--- src/rtl/zet_fetch_if.sv ---
// Byte stream from the prefetch queue into the fetch sequencer.
// master = queue side, slave = sequencer side.
interface zet_fetch_if;
  logic [7:0] byte_in;
  logic       byte_valid;
  logic       byte_ack;

  modport master (
    output byte_in,
    output byte_valid,
    input  byte_ack
  );

  modport slave (
    input  byte_in,
    input  byte_valid,
    output byte_ack
  );
endinterface

--- src/rtl/zet_fetch_seq.sv ---
// Instruction byte-fetch sequencer: prefixes, opcode, modrm,
// displacement and immediate capture, then holds during execution.
module zet_fetch_seq #(
  parameter int MAX_PREFIX = 4
) (
  input  logic        clk,
  input  logic        rst,
  zet_fetch_if.slave  fq,
  input  logic        block,
  input  logic        need_modrm,
  input  logic        need_off,
  input  logic        need_imm,
  input  logic        off_size,
  input  logic        imm_size,
  input  logic        end_seq,
  input  logic        ld_ip,
  input  logic [15:0] ip_in,
  output logic [7:0]  opcode,
  output logic [7:0]  modrm,
  output logic [15:0] off,
  output logic [15:0] imm,
  output logic        rep,
  output logic        rep_z,
  output logic [2:0]  sop_l,
  output logic        exec_st,
  output logic [15:0] ip,
  output logic [15:0] ip_start
);

  typedef enum logic [3:0] {
    OPC, DISP, MODRM, MCHK,
    OFF_L, OFF_H, IMM_L, IMM_H, EXEC
  } state_t;

  state_t     state, state_n;
  logic [2:0] npfx;
  logic [7:0] b;
  logic       fetch;
  logic       acc;
  logic       is_seg;
  logic       is_rep;
  logic       is_lock;
  logic       pfx;

  always_comb begin
    b       = fq.byte_in;
    fetch   = 1'b0;
    is_seg  = 1'b0;
    is_rep  = 1'b0;
    is_lock = 1'b0;
    unique case (1'b1)
      (state == OPC),
      (state == MODRM),
      (state == OFF_L),
      (state == OFF_H),
      (state == IMM_L),
      (state == IMM_H): fetch = 1'b1;
      default:          fetch = 1'b0;
    endcase
    unique case (1'b1)
      (b[7:5] == 3'b001 && b[2:0] == 3'b110): is_seg = 1'b1;
      (b[7:1] == 7'b1111001):                 is_rep = 1'b1;
      (b == 8'hf0):                           is_lock = 1'b1;
      default: ;
    endcase
    acc = fq.byte_valid & fetch & ~block & ~ld_ip & ~rst;
    fq.byte_ack = acc;
    pfx = (is_seg | is_rep | is_lock) &&
          (int'(npfx) < MAX_PREFIX);
  end

  // MCHK samples need_off one cycle after modrm is captured
  always_comb begin
    state_n = state;
    if (!block) begin
      if (ld_ip) begin
        state_n = OPC;
      end else begin
        unique case (state)
          OPC:   if (acc && !pfx) state_n = DISP;
          DISP:  state_n = need_modrm ? MODRM :
                           need_imm   ? IMM_L : EXEC;
          MODRM: if (acc) state_n = MCHK;
          MCHK:  state_n = need_off ? OFF_L :
                           need_imm ? IMM_L : EXEC;
          OFF_L: if (acc)
                   state_n = off_size ? OFF_H :
                             need_imm ? IMM_L : EXEC;
          OFF_H: if (acc) state_n = need_imm ? IMM_L : EXEC;
          IMM_L: if (acc) state_n = imm_size ? IMM_H : EXEC;
          IMM_H: if (acc) state_n = EXEC;
          EXEC:  if (end_seq) state_n = OPC;
          default: state_n = OPC;
        endcase
      end
    end
  end

  always_ff @(posedge clk) begin
    if (rst) state <= OPC;
    else     state <= state_n;
  end

  always_ff @(posedge clk) begin
    if (rst) begin
      opcode   <= '0;
      modrm    <= '0;
      off      <= '0;
      imm      <= '0;
      ip       <= '0;
      ip_start <= '0;
      rep      <= 1'b0;
      rep_z    <= 1'b0;
      sop_l    <= '0;
      exec_st  <= 1'b0;
      npfx     <= '0;
    end else if (!block) begin
      exec_st <= (state_n == EXEC);
      if (ld_ip) begin
        ip    <= ip_in;
        rep   <= 1'b0;
        rep_z <= 1'b0;
        sop_l <= '0;
        npfx  <= '0;
      end else begin
        if (state == EXEC && end_seq) begin
          rep   <= 1'b0;
          sop_l <= '0;
          npfx  <= '0;
        end
        if (acc) begin
          ip <= ip + 16'd1;
          unique case (state)
            OPC: begin
              if (npfx == '0) ip_start <= ip;
              if (pfx) begin
                npfx <= npfx + 3'd1;
                if (is_seg) sop_l <= {1'b1, b[4:3]};
                if (is_rep) begin
                  rep   <= 1'b1;
                  rep_z <= b[0];
                end
              end else begin
                opcode <= b;
                npfx   <= '0;
              end
            end
            MODRM: modrm <= b;
            OFF_L: off <= {{8{b[7]}}, b};
            OFF_H: off[15:8] <= b;
            IMM_L: imm <= {{8{b[7]}}, b};
            IMM_H: imm[15:8] <= b;
            default: ;
          endcase
        end
      end
    end
  end

endmodule

--- src/flat_wrapper.sv ---
// flat-port wrapper written by rule: the top's interface ports become plain ports
module zet_fetch_seq_flat 
#(
  parameter int MAX_PREFIX = 4
)
  (clk, rst, block, need_modrm, need_off, need_imm, off_size, imm_size, end_seq, ld_ip, ip_in, opcode, modrm, off, imm, rep, rep_z, sop_l, exec_st, ip, ip_start, fq_byte_in, fq_byte_valid, fq_byte_ack);
  zet_fetch_if fq_i ();
  input  logic clk;
  input  logic rst;
  input  logic block;
  input  logic need_modrm;
  input  logic need_off;
  input  logic need_imm;
  input  logic off_size;
  input  logic imm_size;
  input  logic end_seq;
  input  logic ld_ip;
  input  logic [15:0] ip_in;
  output logic [7:0] opcode;
  output logic [7:0] modrm;
  output logic [15:0] off;
  output logic [15:0] imm;
  output logic rep;
  output logic rep_z;
  output logic [2:0] sop_l;
  output logic exec_st;
  output logic [15:0] ip;
  output logic [15:0] ip_start;
  input wire logic [$bits(fq_i.byte_in)-1:0] fq_byte_in;
  input wire logic [$bits(fq_i.byte_valid)-1:0] fq_byte_valid;
  output wire logic [$bits(fq_i.byte_ack)-1:0] fq_byte_ack;
  assign fq_i.byte_in = fq_byte_in;
  assign fq_i.byte_valid = fq_byte_valid;
  assign fq_byte_ack = fq_i.byte_ack;
  zet_fetch_seq #(.MAX_PREFIX(MAX_PREFIX)) u_core (.clk(clk), .rst(rst), .fq(fq_i), .block(block), .need_modrm(need_modrm), .need_off(need_off), .need_imm(need_imm), .off_size(off_size), .imm_size(imm_size), .end_seq(end_seq), .ld_ip(ld_ip), .ip_in(ip_in), .opcode(opcode), .modrm(modrm), .off(off), .imm(imm), .rep(rep), .rep_z(rep_z), .sop_l(sop_l), .exec_st(exec_st), .ip(ip), .ip_start(ip_start));
endmodule
--- config.mk ---
export PLATFORM = sky130hd
export DESIGN_NAME = zet_fetch_seq_flat
export DESIGN_NICKNAME = d
export VERILOG_FILES = /design/src/rtl/zet_fetch_if.sv /design/src/rtl/zet_fetch_seq.sv /design/src/flat_wrapper.sv
export SDC_FILE = /design/constraint.sdc
export NUM_CORES = 1
export LEC_CHECK = 0
export BUFFER_PORTS_ARGS = -buffer_cell sky130_fd_sc_hd__buf_4
export CORE_UTILIZATION = 50
export DETAILED_ROUTE_END_ITERATION = 10
export GPL_ROUTABILITY_DRIVEN = 0
export PLACE_DENSITY = 0.83
export SLEW_MARGIN = 20
export SYNTH_ARGS = -nofsm -noshare
export SYNTH_HDL_FRONTEND = slang
export SYNTH_SLANG_ARGS = --single-unit
--- constraint.sdc ---
create_clock -name clk -period 2.52 [get_ports clk]
set_clock_uncertainty 0.05 [all_clocks]
set_input_delay 0 -clock clk [delete_from_list [all_inputs] [get_ports clk]]
set_output_delay 0 -clock clk [all_outputs]
set_load 0.03 [all_outputs]
==> metrics.md, run 1 <==
| Metric | Value |
|---|---|
| Netlist area before placement | `0.00430 mm^2` |
| Yosys warnings | `0` |
| Layout cells sized above 1 | `24.5%` |
| Status | `complete, no violations` |
| Antenna-violating nets left | `0` |
| Worst hold endpoint | `u_core.ip[14]$_SDFFE_PP0P_` |
| Final worst path period share | `91.4%` |
| Global-route wire length before repair | `18.1 mm` |
| Yosys reg bits | `93` |
| Area Overhead vs Synth | `32.1%` |
| Die height | `94.7 um` |
| Core ar. | `0.00826 mm^2` |
| DP Wirelength | `7.90 mm` |
| Total GRT Usage | `25.8%` |
| IO Count | `122` |
| # Post-CTS Setup Buffers | `0` |
| CTS tree | `built` |
| Post-route cell area | `0.00568 mm^2` |
| Fin worst setup slack | `0.216 ns` |
| Die area | `0.00897 mm^2` |
| Worst path required time | `2.75 ns` |
| Synthesized Nets | `537` |
| FF-to-FF End | `u_core.ip[14]$_SDFFE_PP0P_` |
| Dominant cells by area after synthesis | `dfxtp_1 (43%), mux2i_1 (11%), nor2_1 (6.6%)` |
| Die W | `94.7 um` |
| Top cell type's share of synthesized area | `43.3%` |
| PD cells | `495 mW/mm^2` |
| Root Buffer | `clkbuf_8` |
| Dominant cell type by area after synthesis | `dfxtp_1` |
| Gr ovfl total | `0` |
| Synth Instances | `499` |
| Via count | `4196` |
| Final setup viols | `0` |
| Worst reg2reg startpoint | `u_core.ip[0]$_SDFFE_PP0P_` |
| Data arrival time of the worst path | `2.53 ns` |
| Ys flop type | `dfxtp_1` |
| Hold depth | `4` |
| Via density | `5.69` |
| Worst Path Class, Setup | `reg2reg` |
| Port bufs | `121` |
| Max_slew headroom | `38.3%` |
| Fraction of registers with async set/reset | `0%` |
| Initial antenna violation count | `0` |
| Drt pass-1 iters | `5` |
| Unrepaired setup endpoints after global routing | `no` |
| Clk_lat worst skew | `0.35 ns` |
| EDFF count, synth | `0` |
| Placed inst area | `0.00529 mm^2` |
| DRC Markers | `0` |
| Sequential area share after synthesis | `43.3%` |
| Worst Tran Pin Value | `0.925 ns` |
| Hold Crit Start | `ip_in[14]` |
| CP endpoint kind | `register` |
| Routed wire per std cell | `15.8 um` |
| First DRT Iteration DRCs | `382` |
| Total CTS buffers | `9` |
| Post-layout min period | `2.30 ns` |
| Peak supply drop | `0.000331 V` |
| Cells on worst reg2reg path | `6` |
| Worst-case clock buffer depth | `2` |
| Pre-CTS setup slack | `0.252 ns` |
| Ant diodes | `0` |
| Setup TNS | `0 ns` |
| Final hold violations | `0` |
| Max frequency | `434 MHz` |
| Htree depth | `3` |
| Syn avg cell area | `8.61 um^2` |
| Max-slew violation count | `0` |
| Row cnt | `33` |
| DRT Wirelength | `11.6 mm` |
| Largest net degree at the start of global routing | `99` |
| Pleak | `2.58 nW` |
| Cell variety after synth | `55` |
| Final net count | `665` |
| CTS clock-pin slew for the worst setup and hold paths | `0.09 ns` |
| Initial Util | `52.0%` |
| Clock Sinks | `93` |
| Crit path max fanout | `8` |
| Flop2flop setup slack | `0.22 ns` |
| Setup crit start kind | `register` |
| Max-cap violations | `0` |
| Hold WC Path Type | `in2reg` |
| Number of global-route vias before repair | `3764` |
flip-flops by register name, indices dropped and copies added, names as in the netlist:
name and flops:
u_core.opcode 8, u_core.state 4, u_core.npfx 3, u_core.off 16
u_core.modrm 8, u_core.imm 16, u_core.ip_start 16, u_core.rep_z 1
u_core.ip 16, u_core.exec_st 1, u_core.sop_l 3, u_core.rep 1
cells in the final DEF, fill, tap and decap left out, types with 3 or more instances in the layout:
master           n
clkbuf_8         9
a221oi_1         9
nand4_1          8
o21a_1           4
ha_1             3
a311oi_1         9
dlygate4sd3_1   20
inv_1           15
a21oi_1         25
o21ai_0         15
o41ai_1          3
mux2i_1         48
nor4_1           5
nand2b_1        20
nand4b_1         3
and3_1           4
dfxtp_1         93
nand2_1         36
or4_1            4
a31oi_1          6
o31ai_1          5
nor2b_1          7
nand3_1         10
buf_4          133
mux2_2           3
a22o_1           4
nor3_1          14
nor2_1          75
a2111oi_0        3
worst max path at each step:
| stage | endpoint | slack, ns | start | depth (start not counted) |
|---|---|---|---|---|
| after floorplan | u_core.ip[14]$_SDFFE_PP0P_ | 0.28 | u_core.ip[0]$_SDFFE_PP0P_ | 6 |
| after global placement | u_core.ip[14]$_SDFFE_PP0P_ | 0.39 | u_core.ip[0]$_SDFFE_PP0P_ | 6 |
| after detailed placement | u_core.ip[14]$_SDFFE_PP0P_ | 0.25 | u_core.ip[0]$_SDFFE_PP0P_ | 6 |
| after CTS | u_core.ip[14]$_SDFFE_PP0P_ | 0.25 | u_core.ip[0]$_SDFFE_PP0P_ | 6 |
| after global routing | u_core.ip[14]$_SDFFE_PP0P_ | 0.02 | u_core.ip[0]$_SDFFE_PP0P_ | 6 |
| final | u_core.ip[14]$_SDFFE_PP0P_ | 0.22 | u_core.ip[0]$_SDFFE_PP0P_ | 6 |
per-stage QoR:
step,total power [mW],instances,util [%],hold WS [ns]
finish,2.81,737,68.8,0.00302
global route,2.91,737,68.8,0.00134
CTS,2.83,737,68.8,0.00305
floorplan,1.71,499,-,0.0939
detailed placement,1.83,701,64.0,0.265
global placement,1.82,701,64.0,0.258
worst max-delay path, stage by stage, from the launching register on:
cell     delay [ns]
dfxtp_1        0.49
ha_1           0.24
nand3_1        0.20
nor4_1         0.51
nand4_1        0.17
or4_1          0.41
a31oi_1        0.16
layer usage:
metal	routed length (um)	vias to the layer above	global-route usage (%)
li1	-	2041	-
met4	277	0	10.2
met3	790	27	5.72
met1	5000	1953	33.8
met5	0	-	0
met2	5570	175	41.2
area by class of cell:
cell class              count  area (um^2)
clock buffers              10          128
clock inverters             6         63.8
fillers                   668         2580
inverters                  16         60.1
multi-input cells         354         2240
flip-flops and latches     93         1860
well taps                 105          131
repair buffers            153         1200
synth_stat cells (all sizes together), types with 8 or more instances:
cell    count
nand2b     20
nand3      11
a221oi      9
a311oi      9
nor3       14
a21oi      25
clkbuf     31
nand2      36
nor2       76
dfxtp      93
o21ai      16
nand4       8
inv        15
mux2i      48
logic make-up (layout without fill, tap and decap cells):
| group | after synthesis | count (layout) | synth area share [%] |
|---|---|---|---|
| flops | 93 | 93 | 43.3 |
| buf+inv | 52 | 185 | 4.66 |
| fa+ha+maj | 3 | 3 | 0.873 |
| mux | 51 | 51 | 12.0 |
| simple gates | 197 | 197 | 22.6 |
| compound gates | 103 | 103 | 16.5 |
what timing repair did:
action | CTS | global route
hold buffers | 20 | 0
setup endpoints to repair | 0 | 0
gates resized for setup | 0 | 0
endpoints found under the hold margin | 56 | 0
power by group:
part	internal, mW	leakage [nW]	switching [mW]	total (mW)
Clock	0.458	0.0923	0.527	0.985
Sequential	1.49	0.751	0.0258	1.51
Combinational	0.134	1.74	0.179	0.314
Power figures use the tool's default switching activity.
==> inputs of run 2 (changes only) <==
==> constraint.sdc (replaced) <==
create_clock -name clk -period 2.2 [get_ports clk]
set_clock_uncertainty 0.05 [all_clocks]
set_input_delay 0 -clock clk [delete_from_list [all_inputs] [get_ports clk]]
set_output_delay 0 -clock clk [all_outputs]
set_load 0.03 [all_outputs]
==> metrics.md, run 2 (synthesized netlist as in run 1, its figures left out) <==
| Metric | Value |
|---|---|
| Status | `complete, no violations` |
| Total GRT Usage | `27.5% (+1.7 points)` |
| Flop2flop setup slack | `0.18 ns (-0.04 ns)` |
| Worst path required time | `2.38 ns (-0.37 ns)` |
| DP Wirelength | `8.14 mm (+3.1%)` |
| Global-route wire length before repair | `19.2 mm (+5.8%)` |
| Layout cells sized above 1 | `25.9% (+1.4 points)` |
| Ant diodes | `0 (unchanged)` |
| Initial antenna violation count | `0 (unchanged)` |
| Worst Path Class, Setup | `in2reg` |
| Port bufs | `121 (unchanged)` |
| Final worst path period share | `92.1%` |
| Initial Util | `52.0% (unchanged)` |
| Final net count | `678 (+2.0%)` |
| Worst Tran Pin Value | `0.961 ns (+0.0360 ns)` |
| Clk_lat worst skew | `0.37 ns (+0.02 ns)` |
| Max frequency | `493 MHz` |
| CP peak stage delay | `0.61 ns (+0.10 ns)` |
| Row cnt | `33 (unchanged)` |
| Setup crit end | `u_core.off[5]$_SDFFE_PP0P_` |
| FF-to-FF End | `u_core.state[2]$_SDFF_PP0_` |
| Max-slew violation count | `0 (unchanged)` |
| Commonest non-fill, non-tap cell in the layout | `buf_4` |
| Gr ovfl total | `0 (unchanged)` |
| DRC Markers | `0 (unchanged)` |
| Post-layout min period | `2.03 ns` |
| Max-cap violations | `0 (unchanged)` |
| Setup crit start kind | `input pin` |
| Htree depth | `3 (unchanged)` |
| Layout Cells excl Fill | `750 (+1.8%)` |
| Levels on crit path | `7 (+1)` |
| Crit. Startpoint | `fq_byte_valid` |
| Via density | `5.78 (+1.6%)` |
| Cells on worst reg2reg path | `6 (unchanged)` |
| Peak supply drop | `0.000306 V (-7.4%)` |
| CP endpoint kind | `register` |
| Crit path max fanout | `8 (unchanged)` |
| Die W | `94.7 um (unchanged)` |
| Worst path bufs/invs | `2 (+2)` |
| Placed Cells | `709 (+1.1%)` |
| Worst reg2reg startpoint | `u_core.state[0]$_SDFF_PP0_` |
| Most frequent cells in the layout | `buf_4 (141), dfxtp_1 (91), nor2_1 (75)` |
| Hold WC Path Type | `in2reg` |
| Die height | `94.7 um (unchanged)` |
| Root Buffer | `clkbuf_8` |
| Critical-path cell list | `dlygate4sd3_1, buf_4, nor4b_4, or3b_1, or4_4, mux2i_1, nor2_1` |
| Area Overhead vs Synth | `34.8%` |
| Total CTS buffers | `9 (unchanged)` |
| Worst path slowest cell | `or4_4` |
| Max_slew headroom | `35.9% (-2.4 points)` |
| Worst-case clock buffer depth | `2 (unchanged)` |
| Drt pass-1 iters | `5 (unchanged)` |
| First DRT Iteration DRCs | `279 (-27%)` |
| CTS tree | `built` |
| Pleak | `2.65 nW (+2.8%)` |
| Post-route cell area | `0.00580 mm^2 (+2.0%)` |
| PD cells | `559 mW/mm^2 (+13%)` |
| Die area | `0.00897 mm^2 (unchanged)` |
| Antenna-violating nets left | `0 (unchanged)` |
| CP delay by family, top | `simple AND/OR/NAND/NOR gates` |
| DRT Wirelength | `12.2 mm (+4.6%)` |
| Data arrival time of the worst path | `2.21 ns (-0.32 ns)` |
| IO Count | `122 (unchanged)` |
| Placed inst area | `0.00535 mm^2 (+1.2%)` |
| Number of global-route vias before repair | `3974 (+5.6%)` |
| Final hold violations | `0 (unchanged)` |
| Setup TNS | `0 ns (unchanged)` |
| Clock Sinks | `93 (unchanged)` |
| Core ar. | `0.00826 mm^2 (unchanged)` |
| Final setup viols | `0 (unchanged)` |
| Routed wire per std cell | `16.2 um (+2.8%)` |
| CTS clock-pin slew for the worst setup and hold paths | `0.10 ns (about the same)` |
| Largest net degree at the start of global routing | `99 (unchanged)` |
| Via count | `4337 (+3.4%)` |
run 2: changes by cell type in the layout (fill, tap and decap cells not counted), sizes merged:
cell         change
bufinv           -1
buf              +8
inv              +4
dlygate4sd3      +5
clkbuf           -1
clkinvlp         -1
clkinv           -1
run 2: timing repair:
action | CTS | global route
gates resized for setup | 0 | 1
hold buffers | 25 | 0
endpoints found under the setup margin | 0 | 8
hold endpoints to repair | 60 | 0
buffers inserted | 0 | 0
run 2: layout make-up:
class                      instances  area (um^2)
clock buffer                       9          124
clock inverter                     7         67.6
fill                             645         2460
inverter                          16         60.1
multi-input combinational        354         2240
sequential                        93         1860
tap                              105          131
timing repair buffer             166         1310
run 2: how the worst min path moves through the flow:
stage                     cells after the start  slack (ns)           from                         end
after floorplan                               2        0.09  fq_byte_in[4]  u_core.imm[4]$_SDFFE_PP0P_
after global placement                        3        0.24       ip_in[0]   u_core.ip[0]$_SDFFE_PP0P_
after detailed placement                      3        0.26       ip_in[0]   u_core.ip[0]$_SDFFE_PP0P_
after CTS                                     3        0.02     need_modrm  u_core.state[1]$_SDFF_PP0_
after global routing                          3        0.03     need_modrm  u_core.state[1]$_SDFF_PP0_
final                                         3        0.03     need_modrm  u_core.state[1]$_SDFF_PP0_
run 2: stage by stage:
| step | total power, mW | setup WS (ns) | hold slack [ns] | util (%) |
|---|---|---|---|---|
| finish | 3.24 | 0.173 | 0.0315 | 70.2 |
| global route | 3.36 | -0.00652 | 0.0268 | 70.2 |
| CTS | 3.25 | 0.0421 | 0.0160 | 70.1 |
| detailed placement | 2.10 | 0.0944 | 0.260 | 64.8 |
| global placement | 2.09 | 0.156 | 0.244 | 64.8 |
| floorplan | 1.96 | 0.105 | 0.0939 | - |
run 2: metal layers:
layer | up-vias | track usage [%] | share of wire (%)
met2 | 191 | 44.5 | 48
li1 | 2064 | - | -
met1 | 2050 | 35.3 | 42
met4 | 0 | 12.1 | 2.8
met5 | - | 0 | 0
met3 | 32 | 5.64 | 7.0
run 2: tightest hold or removal path: stages:
cell       delay, ns
buf_4           0.12
o2111ai_1       0.17
a311oi_1        0.10
run 2: power breakdown:
group | switching (mW) | total, mW | internal [mW]
clock | 0.692 | 1.13 | 0.443
sequential | 0.0287 | 1.73 | 1.70
combinational | 0.211 | 0.372 | 0.161
total | 0.931 | 3.24 | 2.31
==> inputs of run 3 (changes only) <==
--- a/config.mk
+++ b/config.mk
@@ -6,6 +6,7 @@
 export NUM_CORES = 1
 export LEC_CHECK = 0
 export BUFFER_PORTS_ARGS = -buffer_cell sky130_fd_sc_hd__buf_4
+export CORE_MARGIN = 4
 export CORE_UTILIZATION = 50
 export DETAILED_ROUTE_END_ITERATION = 10
 export GPL_ROUTABILITY_DRIVEN = 0
==> metrics.md, run 3 (synthesized netlist as in run 1, its figures left out) <==
| Metric | Value |
|---|---|
| Total GRT Usage | `24.9% (-2.6 points)` |
| Via density | `5.74 (-0.66%)` |
| # Post-CTS Setup Buffers | `0 (unchanged)` |
| Initial Util | `51.8% (-0.26 points)` |
| Largest net degree at the start of global routing | `99 (unchanged)` |
| Final net count | `675 (-0.44%)` |
| Setup TNS | `0 ns (unchanged)` |
| Antenna-violating nets left | `0 (unchanged)` |
| Placed inst area | `0.00534 mm^2 (-0.14%)` |
| Hold Crit Start | `need_modrm` |
| Die height | `101 um (+6.3%)` |
| Pre-CTS setup slack | `0.0912 ns (-0.00320 ns)` |
| P_sw | `0.851 mW (-8.6%)` |
| Ant diodes | `0 (unchanged)` |
| Global-route wire length before repair | `20.5 mm (+6.9%)` |
| Core ar. | `0.00830 mm^2 (+0.50%)` |
| Data arrival time of the worst path | `2.28 ns (+0.07 ns)` |
| PD cells | `556 mW/mm^2 (-0.44%)` |
| IO Count | `122 (unchanged)` |
| Flop2flop setup slack | `0.15 ns (-0.03 ns)` |
| Fin worst setup slack | `0.150 ns (-0.0237 ns)` |
| Status | `complete, no violations` |
| Row cnt | `33 (unchanged)` |
| Post-route cell area | `0.00579 mm^2 (about the same)` |
| Layout Cells excl Fill | `747 (-0.40%)` |
| Gr ovfl total | `0 (unchanged)` |
| Number of global-route vias before repair | `4184 (+5.3%)` |
| Max frequency | `488 MHz (-1.2%)` |
| Worst reg2reg startpoint | `u_core.ip[1]$_SDFFE_PP0P_` |
| Via count | `4291 (-1.1%)` |
| Clk pwr share | `34.7% (-0.3 points)` |
| Area Overhead vs Synth | `34.8% (about the same)` |
| Hold WC Path Type | `in2reg` |
| Final worst path period share | `93.2% (+1.1 points)` |
| Layout cells sized above 1 | `26.2% (+0.28 points)` |
| Worst Path Class, Setup | `reg2reg` |
| Cells on worst reg2reg path | `6 (unchanged)` |
| DRT Wirelength | `12.6 mm (+3.5%)` |
| Final hold violations | `0 (unchanged)` |
| Clk_lat worst skew | `0.36 ns (about the same)` |
| FF-to-FF End | `u_core.ip[14]$_SDFFE_PP0P_` |
| Hold depth | `3 (unchanged)` |
| Worst Tran Pin Value | `0.955 ns (-0.00628 ns)` |
| Die W | `101 um (+6.3%)` |
| Hold WS | `0.0222 ns (-0.00929 ns)` |
| Comb pwr share | `11.5% (about the same)` |
| Clock Sinks | `93 (unchanged)` |
| Worst hold endpoint | `u_core.state[1]$_SDFF_PP0_` |
| Routed wire per std cell | `16.9 um (+3.9%)` |
| Sw frac | `26.4% (-2.4 points)` |
| CTS clock-pin slew for the worst setup and hold paths | `0.10 ns (about the same)` |
| Max-slew violation count | `0 (unchanged)` |
| DP Wirelength | `8.52 mm (+4.7%)` |
| Placed Cells | `708 (-0.14%)` |
| Worst path required time | `2.42 ns (+0.04 ns)` |
| Die area | `0.0101 mm^2 (+13%)` |
| Post-layout min period | `2.05 ns (+0.0237 ns)` |
| Max_slew headroom | `36.3% (+0.42 points)` |
| Pint | `2.37 mW (+2.8%)` |
| Total CTS buffers | `9 (unchanged)` |
| Worst-case clock buffer depth | `2 (unchanged)` |
| Most frequent cells in the layout | `buf_4 (140), dfxtp_1 (91), nor2_1 (75)` |
| Htree depth | `3 (unchanged)` |
| First DRT Iteration DRCs | `386 (+38%)` |
| CTS tree | `built` |
| DRC Markers | `0 (unchanged)` |
| Max-cap violations | `0 (unchanged)` |
| Crit path max fanout | `7 (-1)` |
| Pleak | `2.66 nW (+0.24%)` |
| Setup crit start kind | `register` |
| Peak supply drop | `0.000426 V (+39%)` |
| Drt pass-1 iters | `5 (unchanged)` |
| Sequential share of power | `53.8% (+0.3 points)` |
| Port bufs | `121 (unchanged)` |
| Root Buffer | `clkbuf_8` |
| Initial antenna violation count | `0 (unchanged)` |
| Final setup viols | `0 (unchanged)` |
| Commonest non-fill, non-tap cell in the layout | `buf_4` |
| CP endpoint kind | `register` |
run 3: repair_timing:
action,CTS,global route
hold endpoints to repair,59,0
hold buffers,23,0
gates resized for setup,0,4
setup endpoints to repair,0,12
run 3: area by class of cell:
class	instances	area (um^2)
fill	661	2510
multi-input combinational	354	2260
sequential	93	1860
timing repair buffer	163	1280
clock buffer	12	165
tap	105	131
inverter	16	60.1
clock inverter	4	31.3
run 3: power by group through the flow:
stage	Sequential [mW]	Clock, mW	Combinational [mW]
final	1.73	1.12	0.371
after floorplan	1.80	0	0.155
after global placement	1.77	0	0.324
after detailed placement	1.77	0	0.331
after global routing	1.74	1.21	0.399
after CTS	1.73	1.14	0.365
run 3: routing by layer:
metal  GRT usage (%)  wire, um
met1            32.3      5270
met2            40.8      6210
met3            4.71       843
met4            9.95       286
met5               0         0
run 3: worst max path at each step:
stage	slack [ns]	to	startpoint
5_1_grt	-0.03	u_core.ip[14]$_SDFFE_PP0P_	u_core.ip[1]$_SDFFE_PP0P_
3_5_place_dp	0.09	u_core.ip[14]$_SDFFE_PP0P_	u_core.ip[0]$_SDFFE_PP0P_
3_3_place_gp	0.18	u_core.off[2]$_SDFFE_PP0P_	block
4_1_cts	0.04	u_core.off[5]$_SDFFE_PP0P_	fq_byte_valid
2_1_floorplan	0.10	u_core.opcode[5]$_SDFFE_PP0P_	rst
6_report	0.15	u_core.ip[14]$_SDFFE_PP0P_	u_core.ip[1]$_SDFFE_PP0P_
run 3: worst max-delay path: stages (launching register included):
cell     delay, ns
dfxtp_2       0.41
ha_1          0.23
nand3_1       0.17
nor4_4        0.37
nand4_1       0.15
or4_1         0.42
a31oi_1       0.17
run 3: per-stage QoR:
step	power, mW	utilization [%]
after floorplan	1.96	-
after global placement	2.09	64.4
after detailed placement	2.10	64.4
after CTS	3.24	69.5
after global routing	3.35	69.8
final	3.22	69.8
